File: config.mk
export PLATFORM = sky130hd
export DESIGN_NAME = output_fifo_buffer
export DESIGN_NICKNAME = d
export VERILOG_FILES = /design/src/rtl/output_fifo_buffer.sv
export SDC_FILE = /design/constraint.sdc
export NUM_CORES = 1
export LEC_CHECK = 0
export CORE_MARGIN = 4
export CORE_UTILIZATION = 41
export DETAILED_ROUTE_END_ITERATION = 10
export HOLD_SLACK_MARGIN = 0.06
export SLEW_MARGIN = 30
export SYNTH_ARGS = -nofsm -noshare
export SYNTH_HDL_FRONTEND = slang
export SYNTH_SLANG_ARGS = --single-unit
export TNS_END_PERCENT = 1
File: constraint.sdc
create_clock -name aclk -period 4.3 [get_ports aclk]
set_input_delay 0.645 -clock aclk [delete_from_list [all_inputs] [get_ports aclk]]
set_output_delay 0.645 -clock aclk [all_outputs]
set_load 0.1 [all_outputs]
File: src/rtl/output_fifo_buffer.sv
// DEPTH-entry register FIFO on a valid/ready link with registered in_ready and out_valid.
// Define OUTPUT_FIFO_LEVEL_EN to expose the occupancy count on port level.
module output_fifo_buffer #(
  parameter int unsigned DATA_WIDTH  = 32,
  parameter int unsigned DEPTH       = 4,
  parameter int unsigned LEVEL_WIDTH = $clog2(DEPTH) + 1
) (
  input  logic                  aclk,
  input  logic                  aresetn,
  input  logic [DATA_WIDTH-1:0] in_data,
  input  logic                  in_valid,
  output logic                  in_ready,
  output logic [DATA_WIDTH-1:0] out_data,
  output logic                  out_valid,
  input  logic                  out_ready
`ifdef OUTPUT_FIFO_LEVEL_EN
  ,
  output logic [LEVEL_WIDTH-1:0] level
`endif
);

  localparam int unsigned PTR_WIDTH = $clog2(DEPTH);

  logic [DATA_WIDTH-1:0]  mem [DEPTH];
  logic [PTR_WIDTH-1:0]   wr_ptr;
  logic [PTR_WIDTH-1:0]   rd_ptr;
  logic [LEVEL_WIDTH-1:0] count;
  logic [LEVEL_WIDTH-1:0] count_nxt;
  logic                   wr_fire;
  logic                   rd_fire;

  // Handshakes and next occupancy; flags are derived from count_nxt so they stay registered.
  always_comb begin
    wr_fire   = in_valid & in_ready;
    rd_fire   = out_valid & out_ready;
    count_nxt = count;
    if (wr_fire && !rd_fire) begin
      count_nxt = count + LEVEL_WIDTH'(1);
    end else if (!wr_fire && rd_fire) begin
      count_nxt = count - LEVEL_WIDTH'(1);
    end
  end

  // Control state: pointers, occupancy and both link flags.
  always_ff @(posedge aclk or negedge aresetn) begin
    if (!aresetn) begin
      wr_ptr    <= '0;
      rd_ptr    <= '0;
      count     <= '0;
      out_valid <= 1'b0;
      in_ready  <= 1'b0;
    end else begin
      if (wr_fire) begin
        wr_ptr <= wr_ptr + PTR_WIDTH'(1);
      end
      if (rd_fire) begin
        rd_ptr <= rd_ptr + PTR_WIDTH'(1);
      end
      count     <= count_nxt;
      out_valid <= (count_nxt != '0);
      in_ready  <= (count_nxt != LEVEL_WIDTH'(DEPTH));
    end
  end

  // Storage is deliberately left unreset; only written on an accepted beat.
  always_ff @(posedge aclk) begin
    if (wr_fire) begin
      mem[wr_ptr] <= in_data;
    end
  end

  assign out_data = mem[rd_ptr];

`ifdef OUTPUT_FIFO_LEVEL_EN
  assign level = count;
`endif

endmodule

Yosys cells after proc, flatten, opt, wreduce, memory -nomap -nowiden
Memories as Yosys holds them, arrays and structs flattened.
Cells that the tools add are included.
Cells by class
  muxes and demuxes: 4
  bitwise operators: 2
  add/sub/neg operators: 4
  reduce and logical (&&, ||, !) cells: 5
  equal/unequal tests: 1
Operators by type and width (number)
  $mux 3: 2
  $add 2x1->2 const B: 2
  $add 3x1->3 const B: 1
  $ne 3x3->1 const B: 1
  $reduce_bool 3->1: 1
  $sub 3x1->3 const B: 1
  $and 1x1->1: 2
  $logic_and 1x1->1: 2
  $logic_not 1->1: 2
  $mux 1: 2
Word-level totals
  RAM bits: 128
  output and inout bits: 34
  input bits: 36
  logic and storage cells: 22
  flip-flop bits (word level): 9
  memories: 1
Memories
  mem: depth 4, bits a word 32, read ports 1, clocked after Yosys merged registers in 0, wr ports 1, line 24  | logic [DATA_WIDTH-1:0] mem [DEPTH];

Longest topological paths before layout
Gate-level depths: netlist (run 1).
  word-level depth: 6
  gate-level depth with buffers: 6
  depth with buffers taken out: 6

Worst setup path before layout (run 1)
Ideal clock, no wire load.
  path kind: reg-to-reg
  start point: register in_ready
  end point: memory mem[0][0] (enable)
  arrival: 1.955 ns
  slack: 1.953 ns
  stages on the path, launching flop included: 2
  library setup time: 0.392 ns
  period minus slack after synthesis: 2.347 ns
  path buffers: 0
  required time: 3.908 ns
  path through: dfrtp_1 -> and3_1
Between the ends
  word-level cells in the longest chain between the ends: 3
Ends and longest elaborated chain
  from (decl): line 12  | output logic in_ready,
  from (signal assigned): line 61  | in_ready <= (count_nxt != LEVEL_WIDTH'(DEPTH));
  $and 1x1->1: line 34  | wr_fire = in_valid & in_ready;
  $mux 1: line 67  | if (wr_fire) begin
  $mux 1 (not written as such): line 68  | mem[wr_ptr] <= in_data;
  to (decl): line 24
Every way passes these cells.

Final worst setup path (run 1)
  start point: register rd_ptr[0]
  end point: output out_data[13]
Between the ends
  word-level cells in the longest chain between the ends: 1
Ends and longest elaborated chain
  from (decl): line 26  | logic [PTR_WIDTH-1:0] rd_ptr;
  from (signal assigned): line 57  | rd_ptr <= rd_ptr + PTR_WIDTH'(1);
  $mem_v2 4x32
  to (decl): line 13  | output logic [DATA_WIDTH-1:0] out_data,
Every way passes these cells.

==> results.md, run 1 <==
* Clock skew at 9.47 ps
* Worst-Margin Slew at between 900 and 1000 ps
* F_max at 279 MHz
* Post CTS Setup Buffer Count at 0
* Layout area overhead at 28.0%
* Commonest cells in the netlist: 128 x edfxtp_1, 28 x mux4_2, 9 x dfrtp_1
* Clock tree buffer depth at 2
* Post-synthesis cell count at 216
* Pins over their slew limit at 0
* WL/cell at 19.0 µm
* Starting Density at 0.426
* Unique masters post-synth at 23
* CP max FO at 24
* HPWL Detailed at 5340 µm
* Num ports at 70
* Primary FF master, synth: edfxtp_1
* Total gr overflow at 0
* Max Cap Violations at 0
* Crit path buf inv count at 1
* Post-synthesis sequential area ratio at 0.786
* Avg Vias per Cell at 4.94
* Status: completed
* Dominant cell type by area after synthesis: edfxtp_1
* Largest incremental delay on the critical path at ~990 ps
* Post-synth EDFFs at 128
* First-pass DRT Iterations at 4
* Overall Global Routing Usage at 0.136
* Final core occ at 0.545
* Skew-Pair Late Insertion Delay at 420 ps
* Initial DRC count at around 120
* Clock root buffer: clkbuf_16
* Clk sink count at 137
* Syn Nets at 258
* Die Y at approximately 120 µm
* Mean post-synth cell area at 24.0 µm²
* CP max stage cell: clkdlybuf4s50_1
* Crit-path cells: mux4_2 -> clkdlybuf4s50_1
* Largest net degree at the start of global routing at 33
* RSZ-0062 raised after global routing: no
* Final setup fails at 0
* Post-synth top area share at 0.743
* Final period util at 0.832
* Pre-CTS setup slack at 1090 ps
* Tightest Hold Check Type: input port to async pin
* Top-count cell post-synth: edfxtp_1
* # H-tree levels at 4
* CP startpoint kind: register
* Synthesized flop and latch total at 137
* Worst Setup End Kind: primary output
* CORE AREA at 12200 µm²
* Critical Path AT at 2930 ps
* Initial antenna violation count at 0
* CP required at 3650 ps
* Critical path startpoint: rd_ptr[0]
* Layout cells sized above 1 at 0.244
* Top delay family on crit path: buffers and inverters
* Post-DRT Antenna Nets at 0
* Minimum clock period after layout at 3580 ps
* CTS buffer count at 17
* WL final at 9100 µm
* RR Startpoint: wr_ptr[0]
* N_diodes at 0
* Via count at 2371
* Fin Setup TNS at 0 ps
* Clock Pin Slew Worst Setup and Hold Paths at 60 ps
* DRC at 0
* Post-Syn Area at 5180 µm²
* First-pass GRT wire length at 14200 µm
* Synthesis Warnings at 0
* RD Place Congestion at 0.718
* Nets at 341
* Final Hold Vio Count at 0
* Hold Buf Count CTS at 0
* Clock tree from TritonCTS: built
* Slew HR at 0.341
* Port bufs at about 70
* Die ar. at 14500 µm²
* Kind of critical path: register to primary output
* Vias in the first global route at about 2600
* PnR worst setup slack at about 720 ps
* Top cells by area, synth: edfxtp_1 74%, mux4_2 12%, dfrtp_1 4.4%
* Fraction of registers with async set/reset at 0.0657
* Post-CTS resize count at 0
* # rows at 40
* Die Width at ~120 µm
routing by layer:
metal	routed length, µm	up-vias	global-route usage
met3	533	14	0.0589
met5	0	-	0
li1	-	1067	-
met1	4060	1217	0.168
met2	4350	73	0.209
met4	164	0	0.0581
worst paths after layout:
path                       depth (start not counted)      endpoint  slack (ps)
max                                                2  out_data[13]         720
min                                                1     wr_ptr[0]         530
max reg2reg                                        3    mem[0][15]        2440
min reg2reg                                        1     wr_ptr[0]         550
max in group asynchronous                          1     rd_ptr[1]        3450
min in group aclk                                  1     wr_ptr[0]         550
sequential cells by signal (all words and copies together) (netlist names):
name and cells:
mem 128, count 3, rd_ptr 2, wr_ptr 2
in_ready 1, out_valid 1
cell type report:
type	instances	area, µm²
Multi-Input combinational cell	66	1000
Clock buffer	18	429
Clock inverter	14	203
Inverter	5	18.8
Fill cell	944	5540
Sequential cell	137	4070
Timing Repair Buffer	72	688
Tap cell	168	210
placed cells by master (no fill, tap or decap), types with 2 or more instances in the layout:
| master | instances |
|---|---|
| dfrtp_1 | 7 |
| nand2_1 | 5 |
| xnor2_1 | 5 |
| mux4_1 | 4 |
| clkinvlp_4 | 3 |
| ha_1 | 6 |
| nor2_1 | 2 |
| nand3_1 | 2 |
| xor2_1 | 2 |
| edfxtp_1 | 128 |
| dfrtp_2 | 2 |
| clkinv_2 | 2 |
| mux4_2 | 28 |
| clkinv_1 | 3 |
| clkdlybuf4s50_1 | 59 |
| bufinv_16 | 5 |
| clkbuf_16 | 17 |
| inv_1 | 5 |
| and3_2 | 4 |
| buf_4 | 13 |
| mux2i_1 | 2 |
metrics by stage:
stage | hold slack [ps] | cells | instance area (µm²)
CTS | 532 | 480 | 6620
global placement | 520 | 448 | 5990
detailed placement | 529 | 448 | 5990
finish | 528 | 480 | 6620
floorplan | 349 | 216 | 5180
global route | 547 | 480 | 6620
logic make-up after synthesis:
logic type | Yosys count | share of synthesized area
flip-flops | 137 | 0.786
multiplexers | 34 | 0.146
AND/OR/NAND/NOR | 15 | 0.0145
buffers and inverters | 13 | 0.0210
XOR/XNOR | 7 | 0.0118
adder cells (fa/ha/maj) | 6 | 0.0145
AO/OA/AOI/OAI | 4 | 0.00604
Power of run 1 is left out: the tool's default activity adds up to more than one toggle a clock period on the data nets, which glitch-free logic cannot reach.
==> run 2: changes to the inputs <==
Clock period 4.3 ns to 3.8 ns, I/O delays scaled along.
==> run 2 against run 1 <==
Against the previous run: flip-flop and latch count is the same; sequential share of layout area rose by 0.87 points; via count rose by 0.51%; clock skew about the same; wire length grew 0.71%; critical path type unchanged.
==> results.md, run 2 (same netlist as run 1, synthesis figures left out) <==
* Layout cells sized above 1 at 0.315 (+0.0715)
* PnR worst setup slack at 901 ps (+179 ps)
* Starting Density at 0.426 (unchanged)
* CTS buffer count at 17 (unchanged)
* Largest net degree at the start of global routing at 34 (+3.0%)
* Final Hold Vio Count at 0 (unchanged)
* Pre-CTS setup slack at 1270 ps (+182 ps)
* Critical Path AT at 2330 ps (-600 ps)
* Minimum clock period after layout at 2900 ps
* Post-DRT Antenna Nets at 0 (unchanged)
* Clk sink count at 137 (unchanged)
* Clock tree buffer depth at 2 (unchanged)
* Die Y at 120 µm (unchanged)
* RD Place Congestion at 0.730 (+1.6%)
* WL final at 9170 µm (+0.71%)
* Slew HR at 0.344 (+0.00325)
* CP max FO at 17 (-29%)
* Tightest Hold Check Type: input port to async pin
* CP startpoint kind: register
* CORE AREA at 12200 µm² (unchanged)
* Num ports at 70 (unchanged)
* Via count at 2383 (+0.51%)
* Status: completed
* Max Cap Violations at 0 (unchanged)
* Pins over their slew limit at 0 (unchanged)
* HPWL Detailed at 5380 µm (+0.80%)
* Post CTS Setup Buffer Count at 0 (unchanged)
* First-pass GRT wire length at 14500 µm (+1.8%)
* Clock root buffer: clkbuf_16
* # H-tree levels at 4 (unchanged)
* Overall Global Routing Usage at 0.137 (+0.00180)
* Clock skew at 9.20 ps (-0.262 ps)
* Max reg flops at 128 (unchanged)
* Clock Pin Slew Worst Setup and Hold Paths at 60 ps (about the same)
* Skew-Pair Late Insertion Delay at 410 ps (about the same)
* DRC at 0 (unchanged)
* First-pass DRT Iterations at 6 (+2)
* Final core occ at 0.537 (-0.00761)
* Fin Setup TNS at 0 ps (unchanged)
* Top reg by flops: mem
* Port bufs at 69 (unchanged)
* Commonest non-fill, non-tap cell in the layout: edfxtp_1
* Vias in the first global route at 2619 (+0.81%)
* Post-CTS resize count at 0 (unchanged)
* Clock tree from TritonCTS: built
* Worst-Margin Slew at 980 ps (-4.86 ps)
* Initial antenna violation count at 0 (unchanged)
* WL/cell at 19.1 µm (+0.92%)
* CP required at 3230 ps (-420 ps)
* Critical path startpoint: rd_ptr[0]
* Worst Setup End Kind: primary output
* Total gr overflow at 0 (unchanged)
* Die Width at 120 µm (unchanged)
* Final setup fails at 0 (unchanged)
* Nets at 340 (-0.29%)
* Final period util at 0.763
* Layout area overhead at 26.2%
* Die ar. at 14500 µm² (unchanged)
* Avg Vias per Cell at 4.97 (+0.72%)
* Kind of critical path: register to primary output
* # rows at 40 (unchanged)
* Hold Buf Count CTS at 0 (unchanged)
* F_max at 345 MHz
* Largest regs: mem x128, count x3
* RR Startpoint: wr_ptr[0]
* Initial DRC count at 172 (+40%)
* N_diodes at 0 (unchanged)
* RSZ-0062 raised after global routing: no
* Most frequent cells in the layout: 128 x edfxtp_1, 37 x clkdlybuf4s50_1, 34 x buf_4, 28 x mux4_2, 17 x clkbuf_16
-- run 2: cell types whose count changed in the layout (fill, tap and decap cells not counted) --
cell	delta
clkdlybuf4s50_1	-22
buf_4	+21
clkinv_4	+3
bufinv_16	-2
clkinv_2	-2
inv_6	+2
clkinv_1	-1
-- run 2: metal layers --
layer,vias to the layer above,wire length [µm],global-route usage,share of wire
met5,-,0,0,0
met4,0,90,0.0467,0.0098
met3,12,510,0.0552,0.056
met2,74,4470,0.213,0.49
met1,1231,4100,0.178,0.45
li1,1066,-,-,-
-- run 2: worst max-delay path, stage by stage (launching register included) --
cell	delay, ps
dfrtp_2	710
buf_4	380
mux4_2	570
buf_4	250
-- run 2: area by class of cell --
type,instances,area (µm²)
clock inverter,14,173
multi-input combinational,66,1000
tap,168,210
inverter,5,18.8
sequential,137,4070
clock buffer,18,429
timing repair buffer,71,626
fill,935,5630
-- run 2: final timing paths --
check	end	slack [ps]	cells after the start
worst max-delay path	out_data[27]	900	3
worst min-delay path	in_ready	460	1
worst max register to register	mem[0][22]	1960	3
worst min register to register	count[1]	530	2
max in group asynchronous	rd_ptr[0]	3010	1
min in group aclk	count[1]	530	2
-- run 2: metrics by stage --
step,hold WS [ps],instance area (µm²),instances
after global placement,521,5930,447
final,465,6530,479
after floorplan,274,5180,216
after global routing,477,6530,479
after detailed placement,524,5930,447
after CTS,462,6530,479
Power of run 2 is left out for the same reason.
==> run 3: changes to the inputs <==
Clock period 3.8 ns to 2.4 ns, I/O delays scaled along.
==> run 3 against run 2 <==
Against the previous run: wire length is 3.7% lower; sequential share of layout area decreased by 4.2 points; largest cell class unchanged; critical endpoint is now out_data[31]; highest routed layer unchanged; clock skew shrank 2.0 ps; count of clock-buffer cells in the layout increased by 3.
==> results.md, run 3 (same netlist as run 1, synthesis figures left out) <==
* Status: completed
* Post-CTS resize count at 0 (unchanged)
* Hold Buf Count CTS at 0 (unchanged)
* Final instance area at 7000 µm² (+7.2%)
* CORE AREA at 12200 µm² (unchanged)
* CP max FO at 17 (unchanged)
* Post CTS Setup Buffer Count at 2 (+2)
* Largest regs: mem x128, count x3
* HPWL Detailed at 5740 µm (+6.7%)
* Layout area overhead at 35.2%
* Overall Global Routing Usage at 0.131 (-0.00667)
* Clk sink count at 137 (unchanged)
* Most frequent cells in the layout: 128 x edfxtp_1, 37 x buf_12, 35 x clkdlybuf4s50_1, 28 x mux4_2, 17 x clkbuf_16
* RD Place Congestion at 0.694 (-4.9%)
* Final period util at 0.939
* Worst-Margin Slew at 490 ps (-491 ps)
* Avg Vias per Cell at 4.82 (-3.0%)
* Via count at 2369 (-0.59%)
* Layout cells sized above 1 at 0.331 (+0.0162)
* Clock root buffer: clkbuf_16
* Reg2reg end: mem[0][9]
* Skew-Pair Late Insertion Delay at 400 ps (about the same)
* PnR worst setup slack at 145 ps (-756 ps)
* # rows at 40 (unchanged)
* Slew HR at 0.673 (+0.329)
* RSZ-0062 raised after global routing: no
* Critical path startpoint: rd_ptr[1]
* Max reg flops at 128 (unchanged)
* Worst Setup End Kind: primary output
* DRC at 0 (unchanged)
* F_max at 444 MHz
* Largest net degree at the start of global routing at 20 (-41%)
* Fin Setup TNS at 0 ps (unchanged)
* Nets at 352 (+3.5%)
* WL final at 8830 µm (-3.7%)
* Max Cap Violations at 0 (unchanged)
* First-pass DRT Iterations at 4 (-2)
* Clock skew at 7.15 ps (-2.05 ps)
* Die ar. at 14500 µm² (unchanged)
* Clock Pin Slew Worst Setup and Hold Paths at 50 ps (about the same)
* First-pass GRT wire length at 13800 µm (-4.9%)
* CP required at 2040 ps (-1190 ps)
* Worst Setup EP: out_data[31]
* Port bufs at 69 (unchanged)
* Clock tree buffer depth at 2 (unchanged)
* Reg2Reg Setup Slack at 870 ps (-1090 ps)
* Tightest Hold Check Type: input port to async pin
* WL/cell at 18.0 µm (-6.1%)
* Area of placed instances at 6450 µm² (+8.8%)
* Clock tree from TritonCTS: built
* # H-tree levels at 4 (unchanged)
* Minimum clock period after layout at 2250 ps
* Post-DRT Antenna Nets at 0 (unchanged)
* Total gr overflow at 0 (unchanged)
* Final core occ at 0.576 (+0.0385)
* Pre-CTS setup slack at 402 ps (-873 ps)
* CP startpoint kind: register
* Vias in the first global route at 2550 (-2.6%)
* Top reg by flops: mem
* Commonest non-fill, non-tap cell in the layout: edfxtp_1
* N_diodes at 0 (unchanged)
* Die Width at 120 µm (unchanged)
* Initial DRC count at 81 (-53%)
* Kind of critical path: register to primary output
* Initial antenna violation count at 0 (unchanged)
* Die Y at 120 µm (unchanged)
* Final setup fails at 0 (unchanged)
* Critical Path AT at 1890 ps (-440 ps)
* Worst R2R Path Depth at 4 (+1)
* Pins over their slew limit at 0 (unchanged)
* CTS buffer count at 17 (unchanged)
* Final Hold Vio Count at 0 (unchanged)
* Num ports at 70 (unchanged)
* RR Startpoint: wr_ptr[0]
* Starting Density at 0.426 (unchanged)
## run 3: changes by cell type in the layout (fill, tap and decap cells not counted), moves of 3 or more
cell / change
inv_6: -3
clkbuf_1: +3
buf_12: +37
clkinv_2: +4
buf_4: -23
## run 3: final cells by class
type / count / area, µm²
fillers: 916 / 5160
well taps: 168 / 210
clock inverters: 11 / 81.3
inverters: 5 / 18.8
clock buffers: 21 / 440
multi-input cells: 66 / 1000
repair buffers: 83 / 1170
flip-flops and latches: 137 / 4070
## run 3: critical path: stages (launching register included)
cell,delay (ps)
dfrtp_2,670
buf_12,230
mux4_1,370
buf_12,210
## run 3: worst min-delay path by stage
stage               slack [ps]      start  cells past startpoint         to
finish                     250    aresetn                      1  out_valid
global placement           510   count[1]                      2   count[1]
global route               290    aresetn                      1  wr_ptr[1]
detailed placement         540  wr_ptr[0]                      1  wr_ptr[0]
floorplan                   60    aresetn                      0   count[0]
CTS                        260    aresetn                      1  out_valid
## run 3: stage by stage
step / hold WS (ps) / cells
detailed placement: 535 / 457
CTS: 255 / 491
finish: 253 / 491
global route: 286 / 491
global placement: 514 / 457
floorplan: 64.4 / 216
## run 3: per-layer routing
| metal | part of all wire | vias up | GRT usage |
|---|---|---|---|
| met3 | 0.061 | 9 | 0.0575 |
| met5 | 0 | - | 0 |
| met1 | 0.44 | 1207 | 0.161 |
| met4 | 0.011 | 0 | 0.0489 |
| met2 | 0.49 | 64 | 0.205 |
| li1 | - | 1089 | - |
Power of run 3 is left out for the same reason.
